--- config.mk ---
export PLATFORM = sky130hd
export DESIGN_NAME = sram_1r1w_sync
export DESIGN_NICKNAME = d
export VERILOG_FILES = /design/src/rtl/sram_pkg.sv /design/src/rtl/sram_1r1w_core.sv /design/src/rtl/sram_1r1w_sync.sv
export SDC_FILE = /design/constraint.sdc
export NUM_CORES = 1
export LEC_CHECK = 0
export ABC_AREA = 1
export CORE_ASPECT_RATIO = 0.7
export CORE_MARGIN = 2
export CORE_UTILIZATION = 50
export CTS_BUF_LIST = sky130_fd_sc_hd__clkbuf_4
export DETAILED_ROUTE_END_ITERATION = 6
export DONT_BUFFER_PORTS = 1
export SLEW_MARGIN = 10
export SYNTH_ARGS = -nofsm -noshare
export SYNTH_HDL_FRONTEND = slang
export SYNTH_SLANG_ARGS = --single-unit
--- constraint.sdc ---
create_clock -name clock -period 2.56 [get_ports clock]
set_clock_uncertainty 0.2 [all_clocks]
set_input_delay 0.256 -clock clock [delete_from_list [all_inputs] [get_ports clock]]
set_output_delay 0.256 -clock clock [all_outputs]
set_load 0.005 [all_outputs]
--- src/rtl/sram_pkg.sv ---
// -----------------------------------------------------------------------------
// sram_pkg
// Shared definitions for the sram_1r1w_sync storage block.
//   sram_state_e : control FSM states (zero-initialisation vs normal operation)
//   SRAM_MAX_W   : widest data word the lane-expansion helper supports
//   expand_mask  : widens a per-lane write mask into a per-bit write mask
// No ports (package).
// -----------------------------------------------------------------------------
package sram_pkg;

    typedef enum logic {
        ST_INIT  = 1'b0,
        ST_READY = 1'b1
    } sram_state_e;

    localparam int SRAM_MAX_W = 1024;

    // Each lane bit is replicated over its 'gran' data bits; bits beyond
    // gran*nlanes stay zero so callers can simply truncate to their WIDTH.
    function automatic logic [SRAM_MAX_W-1:0] expand_mask(
        input logic [SRAM_MAX_W-1:0] lane_mask,
        input int                    gran,
        input int                    nlanes
    );
        logic [SRAM_MAX_W-1:0] bit_mask;
        bit_mask = '0;
        for (int i = 0; i < SRAM_MAX_W; i++) begin
            if (i < gran * nlanes) begin
                bit_mask[i] = lane_mask[i / gran];
            end
        end
        return bit_mask;
    endfunction

endpackage : sram_pkg

--- src/rtl/sram_1r1w_core.sv ---
// -----------------------------------------------------------------------------
// sram_1r1w_core
// Pure storage array: one synchronous bit-masked write port and one
// synchronous read port, no reset. Kept free of control logic so it can be
// replaced by a vendor SRAM macro with the same read-first behaviour.
//   clock      : single clock, rising edge
//   we_i       : write enable
//   waddr_i    : write address (caller guarantees < DEPTH)
//   wbmask_i   : per-bit write enable
//   wdata_i    : write data
//   re_i       : read enable; rdata_o holds when low
//   raddr_i    : read address (caller guarantees < DEPTH)
//   rdata_o    : registered read data (old contents on same-address write)
// -----------------------------------------------------------------------------
module sram_1r1w_core #(
    parameter int DEPTH  = 33,
    parameter int WIDTH  = 6,
    parameter int ADDR_W = $clog2(DEPTH)
) (
    input  logic              clock,
    input  logic              we_i,
    input  logic [ADDR_W-1:0] waddr_i,
    input  logic [WIDTH-1:0]  wbmask_i,
    input  logic [WIDTH-1:0]  wdata_i,
    input  logic              re_i,
    input  logic [ADDR_W-1:0] raddr_i,
    output logic [WIDTH-1:0]  rdata_o
);

    logic [WIDTH-1:0] mem_q [DEPTH];
    logic [WIDTH-1:0] rdata_q;

    // NOTE: the array has no reset so it maps onto SRAM macros; contents are
    // made deterministic by the owner's zero-initialisation sweep instead.
    // NOTE: both updates are non-blocking, so a read of the address being
    // written in the same cycle returns the pre-write contents (read-first).
    always_ff @(posedge clock) begin
        if (we_i) begin
            mem_q[waddr_i] <= (mem_q[waddr_i] & ~wbmask_i) | (wdata_i & wbmask_i);
        end
        if (re_i) begin
            rdata_q <= mem_q[raddr_i];
        end
    end

    assign rdata_o = rdata_q;

endmodule : sram_1r1w_core

--- src/rtl/sram_1r1w_sync.sv ---
// -----------------------------------------------------------------------------
// sram_1r1w_sync
// One-read/one-write storage array with registered read data, optional
// write-to-read bypass, per-lane write mask and a sequential zero-init engine
// that runs after reset and on flush.
//   clock    : single clock, rising edge
//   reset_n  : synchronous active-low reset; restarts zero-initialisation
//   flush    : pulse in READY re-zeroes the whole array (ignored during INIT)
//   ready    : registered; high when user reads/writes are accepted
//   R0_addr  : read address; R0_en read enable; R0_data registered read data
//   W0_addr  : write address; W0_en write enable
//   W0_mask  : per-lane write enable, lane i = bits [i*MASK_GRAN +: MASK_GRAN]
//   W0_data  : write data
// Addresses >= DEPTH: writes are dropped and reads return zero.
// -----------------------------------------------------------------------------
module sram_1r1w_sync
    import sram_pkg::*;
#(
    parameter int DEPTH     = 33,
    parameter int WIDTH     = 6,
    parameter int MASK_GRAN = WIDTH,
    parameter int BYPASS    = 1,
    parameter int ADDR_W    = $clog2(DEPTH)
) (
    input  logic                         clock,
    input  logic                         reset_n,
    input  logic                         flush,
    output logic                         ready,
    input  logic [ADDR_W-1:0]            R0_addr,
    input  logic                         R0_en,
    output logic [WIDTH-1:0]             R0_data,
    input  logic [ADDR_W-1:0]            W0_addr,
    input  logic                         W0_en,
    input  logic [WIDTH/MASK_GRAN-1:0]   W0_mask,
    input  logic [WIDTH-1:0]             W0_data
);

    localparam int                NLANES    = WIDTH / MASK_GRAN;
    localparam logic [ADDR_W:0]   DEPTH_EXT = (ADDR_W + 1)'(DEPTH);
    localparam logic [ADDR_W-1:0] LAST_IDX  = ADDR_W'(DEPTH - 1);

    // ---------------------------------------------------------------- state
    sram_state_e       state_q,    state_d;
    logic [ADDR_W-1:0] init_cnt_q, init_cnt_d;
    logic              ready_q,    ready_d;
    // Read-output shaping, captured alongside each accepted read:
    //   rd_zero_q  forces zero (reset state, out-of-range read)
    //   byp_*_q    bits of the same-cycle write that override the old entry
    logic              rd_zero_q,  rd_zero_d;
    logic [WIDTH-1:0]  byp_mask_q, byp_mask_d;
    logic [WIDTH-1:0]  byp_data_q, byp_data_d;

    // ------------------------------------------------------ core interface
    logic              core_we;
    logic [ADDR_W-1:0] core_waddr;
    logic [WIDTH-1:0]  core_bmask;
    logic [WIDTH-1:0]  core_wdata;
    logic              core_re;
    logic [WIDTH-1:0]  core_rdata;

    // ------------------------------------------------------ decode helpers
    logic              r_in_range;
    logic              w_in_range;
    logic              user_wr;
    logic              bypass_hit;
    logic [WIDTH-1:0]  lane_bmask;

    assign r_in_range = {1'b0, R0_addr} < DEPTH_EXT;
    assign w_in_range = {1'b0, W0_addr} < DEPTH_EXT;
    assign lane_bmask = WIDTH'(expand_mask(SRAM_MAX_W'(W0_mask), MASK_GRAN, NLANES));

    // A flush cycle drops the user write but still serves the read.
    assign user_wr    = W0_en && w_in_range && !flush && (|W0_mask);
    assign bypass_hit = (BYPASS != 0) && user_wr && r_in_range && (R0_addr == W0_addr);

    // NOTE: every signal driven here gets a default first, so no path through
    // the case statement can leave one unassigned and infer a latch.
    always_comb begin
        state_d    = state_q;
        init_cnt_d = init_cnt_q;
        ready_d    = ready_q;
        rd_zero_d  = rd_zero_q;
        byp_mask_d = byp_mask_q;
        byp_data_d = byp_data_q;
        core_we    = 1'b0;
        core_waddr = W0_addr;
        core_bmask = lane_bmask;
        core_wdata = W0_data;
        core_re    = 1'b0;

        unique case (state_q)
            ST_INIT: begin
                // Sweep one entry per cycle with zeros; user ports ignored.
                core_we    = 1'b1;
                core_waddr = init_cnt_q;
                core_bmask = '1;
                core_wdata = '0;
                init_cnt_d = init_cnt_q + 1'b1;
                if (init_cnt_q == LAST_IDX) begin
                    state_d    = ST_READY;
                    ready_d    = 1'b1;
                    init_cnt_d = '0;
                end
            end
            ST_READY: begin
                core_we = user_wr;
                core_re = R0_en && r_in_range;
                if (R0_en) begin
                    rd_zero_d  = !r_in_range;
                    byp_mask_d = bypass_hit ? lane_bmask : '0;
                    byp_data_d = W0_data;
                end
                if (flush) begin
                    state_d    = ST_INIT;
                    ready_d    = 1'b0;
                    init_cnt_d = '0;
                end
            end
            default: begin
                state_d = ST_INIT;
            end
        endcase
    end

    always_ff @(posedge clock) begin
        if (!reset_n) begin
            state_q    <= ST_INIT;
            init_cnt_q <= '0;
            ready_q    <= 1'b0;
            rd_zero_q  <= 1'b1;
            byp_mask_q <= '0;
            byp_data_q <= '0;
        end else begin
            state_q    <= state_d;
            init_cnt_q <= init_cnt_d;
            ready_q    <= ready_d;
            rd_zero_q  <= rd_zero_d;
            byp_mask_q <= byp_mask_d;
            byp_data_q <= byp_data_d;
        end
    end

    // ----------------------------------------------------------- storage
    // Core ports are quiet while reset is held so no stray access happens.
    sram_1r1w_core #(
        .DEPTH  (DEPTH),
        .WIDTH  (WIDTH),
        .ADDR_W (ADDR_W)
    ) u_core (
        .clock    (clock),
        .we_i     (core_we && reset_n),
        .waddr_i  (core_waddr),
        .wbmask_i (core_bmask),
        .wdata_i  (core_wdata),
        .re_i     (core_re && reset_n),
        .raddr_i  (R0_addr),
        .rdata_o  (core_rdata)
    );

    // ------------------------------------------------------------ outputs
    // Built only from flops: core read register plus captured shaping state.
    assign R0_data = rd_zero_q ? '0
                               : ((core_rdata & ~byp_mask_q) | (byp_data_q & byp_mask_q));
    assign ready   = ready_q;

endmodule : sram_1r1w_sync

==> flow_metrics.env <==
export IMPL_critPathCaptureType="flip-flop"
export IMPL_cp_start_kind="flip-flop"
export IMPL_rows=47
export IMPL_ios=31
export IMPL_cp_arrival_ps=2750
export IMPL_worstPathMaxFanout=21
export IMPL_drv_cap=0
export IMPL_die_height_um=133
export IMPL_synthTopCellsByArea="edfxtp_1 (51%), nand2_1 (15%), o21ai_0 (4.9%)"
export IMPL_nFillCells=2125
export IMPL_final_nets=1561
export IMPL_holdWs_ps=54.7
export IMPL_setup_slack_ps=55.1
export IMPL_hpwl_mm=26.5
export IMPL_avgViaCountPerCell=5.67
export IMPL_syn_avg_cell_area_um2=8.39
export IMPL_finalInstanceArea_mm2=0.0140
export IMPL_synth_top_area_share_pct=51.3
export IMPL_max_vdd_ir_drop_mv=0.354
export IMPL_die_area_mm2=0.0252
export IMPL_netlist_area_mm2=0.0119
export IMPL_num_vias=10700
export IMPL_min_from="R0_addr[2]"
export IMPL_ys_warn_count=0
export IMPL_hold_path_class="input port to flip-flop"
export IMPL_path_clk_slew_ps=70
export IMPL_worst_pin_slew_ps=949
export IMPL_drc=3
export IMPL_cts_tree="yes"
export IMPL_synth_seq_cells=220
export IMPL_status="finished, violations left"
export IMPL_fin_tns_setup_ps=0
export IMPL_placed_cell_area_mm2=0.0128
export IMPL_r2r_start="state_q"
export IMPL_cts_buffer_depth=3
export IMPL_ant_nets=0
export IMPL_min_period_over_period_pct=97.8
export IMPL_final_common_cell="nand2_1"
export IMPL_drive_gt1_share_pct=14.0
export IMPL_hold_viol_final=0
export IMPL_yosys_cell_types_count=47
export IMPL_dp_slack_ps=-26.2
export IMPL_async_flop_share_pct=0
export IMPL_yosysTopAreaCell="edfxtp_1"
export IMPL_syn2layout_area_growth_pct=17.6
export IMPL_port_buffers=0
export IMPL_drtIter0Drc=1422
export IMPL_startpoint="state_q"
export IMPL_grt_pass1_wl_mm=58.4
export IMPL_worstSetupPathType="flip-flop to flip-flop"
export IMPL_clock_latency_ps=730
export IMPL_grt_usage_pct=31.4
export IMPL_gp_congestion=0.945
export IMPL_antenna_found_initial=4
export IMPL_yosysSeqAreaShare_pct=54.0
export IMPL_grt_pass1_vias=9566
export IMPL_cts_max_level=2
export IMPL_p_per_area_mw_per_mm2=554
export IMPL_fin_crit_ps=2500
export IMPL_synth_nets=1450
export IMPL_grt_max_degree=162
export IMPL_slew_viol_final=0
export IMPL_leakagePower_uw=0.00606
export IMPL_finish_utilization_pct=59.7
export IMPL_synth_enable_flop_cells=204
export IMPL_grt_overflow=0
export IMPL_layout_common_cells="nand2_1 (461), edfxtp_1 (204), inv_1 (151)"
export IMPL_fp_dieW_um=189
export IMPL_synthFlopType="edfxtp_1"
export IMPL_violations="design-rule violations"
export IMPL_cts_root_buf="clkbuf_4"
export IMPL_numCtsBuffers=56
export IMPL_clock_sinks=220
export IMPL_initial_core_util_pct=50.8
export IMPL_detail_route_wl_per_cell_um=21.3
export IMPL_core_area_mm2=0.0235
export IMPL_syn_inst=1424
export IMPL_setup_viol=0
export IMPL_routed_wl_mm=40.5
export IMPL_maxSlewHeadroom_pct=36.5
export IMPL_critPathRequiredTime_ps=2810
export IMPL_first_pass_iters=7
export IMPL_max_freq_ghz=0.399
routing by layer:
layer | track usage [%] | wire length (um) | vias to the layer above
li1 | - | - | 4967
met1 | 49.1 | 18000 | 4973
met2 | 42.1 | 16000 | 718
met3 | 7.59 | 5630 | 83
met4 | 10.5 | 877 | 4
met5 | 0 | 23 | -
report_power, final:
group          internal [uW]  total [uW]  leakage, uW  switching [uW]
Combinational            309         908      0.00348             600
Clock                   1460        2960     0.000404            1500
Sequential              3890        3900      0.00217            12.5
Total                   5660        7780      0.00606            2110
flip-flops by register name, summed over array words and instances (netlist names):
| register | cells |
|---|---|
| u_core.mem_q | 198 |
| ready | 1 |
| u_core.rdata_o | 6 |
| state_q | 1 |
| byp_mask_q | 1 |
| byp_data_q | 6 |
| rd_zero_q | 1 |
| init_cnt_q | 6 |
path summary, 6_finish.rpt:
path / slack (ps) / depth (start not counted) / end
worst max register to register: 60 / 14 / u_core.mem_q[31][4]
worst min register to register: 290 / 2 / byp_data_q[2]
worst max-delay path: 60 / 14 / u_core.mem_q[31][4]
worst min-delay path: 50 / 6 / u_core.rdata_o[3]
timing repair:
item / CTS / global route
setup buffers: 0 / 2
pin swaps: 0 / 3
hold endpoints to repair: 220 / 0
hold buffers: 31 / 0
endpoints found under the setup margin: 33 / 202
cloned: 0 / 6
resized for setup: 1 / 19
cells by family after synthesis:
group	share of synthesized area, %
buffers and inverters	8.35
AO/OA/AOI/OAI	10.8
flip-flops	54.0
AND/OR/NAND/NOR	26.5
adder cells (fa/ha/maj)	0.210
XOR/XNOR	0.147
layout make-up:
| type | count | area, um^2 | area share [%] |
|---|---|---|---|
| clock inverters | 25 | 124 | 0.882 |
| diodes | 1 | 2.50 | 0.0178 |
| inverters | 159 | 606 | 4.31 |
| multi-input cells | 974 | 4570 | 32.6 |
| repair buffers | 124 | 1330 | 9.44 |
| well taps | 318 | 398 | 2.83 |
| flip-flops and latches | 220 | 6450 | 45.9 |
| clock buffers | 75 | 563 | 4.01 |
critical path, cell delays in order (launching register included):
cell	delay (ps)
dfxtp_4	380
buf_4	140
nand2_8	100
nand2_8	120
buf_12	170
nand2_1	60
nand3_1	120
nand2_1	80
o21ai_2	190
nand2_1	70
inv_1	90
nand3_1	80
nand2_1	70
nand2_1	130
buf_12	200
synth_stat cells, types with 5 or more instances:
library cell / n
nand2_4: 9
nand3_1: 108
nor3_1: 7
buf_4: 6
a21oi_1: 70
o21ai_0: 116
nand3_2: 5
o21a_1: 7
o22ai_1: 7
nand2_1: 466
edfxtp_1: 204
clkbuf_1: 23
buf_6: 9
buf_2: 30
inv_1: 152
nor2_1: 120
dfxtp_1: 16
o21ai_1: 10
o2111ai_1: 10
metrics by stage:
| stage | std cells | power, uW |
|---|---|---|
| 2_1_floorplan | 1424 | 4550 |
| 3_3_place_gp | 1757 | 4780 |
| 3_5_place_dp | 1757 | 4790 |
| 4_1_cts | 1888 | 7760 |
| 5_1_grt | 1896 | 8060 |
| 6_report | 1896 | 7780 |
Power figures use the tool's default switching activity.
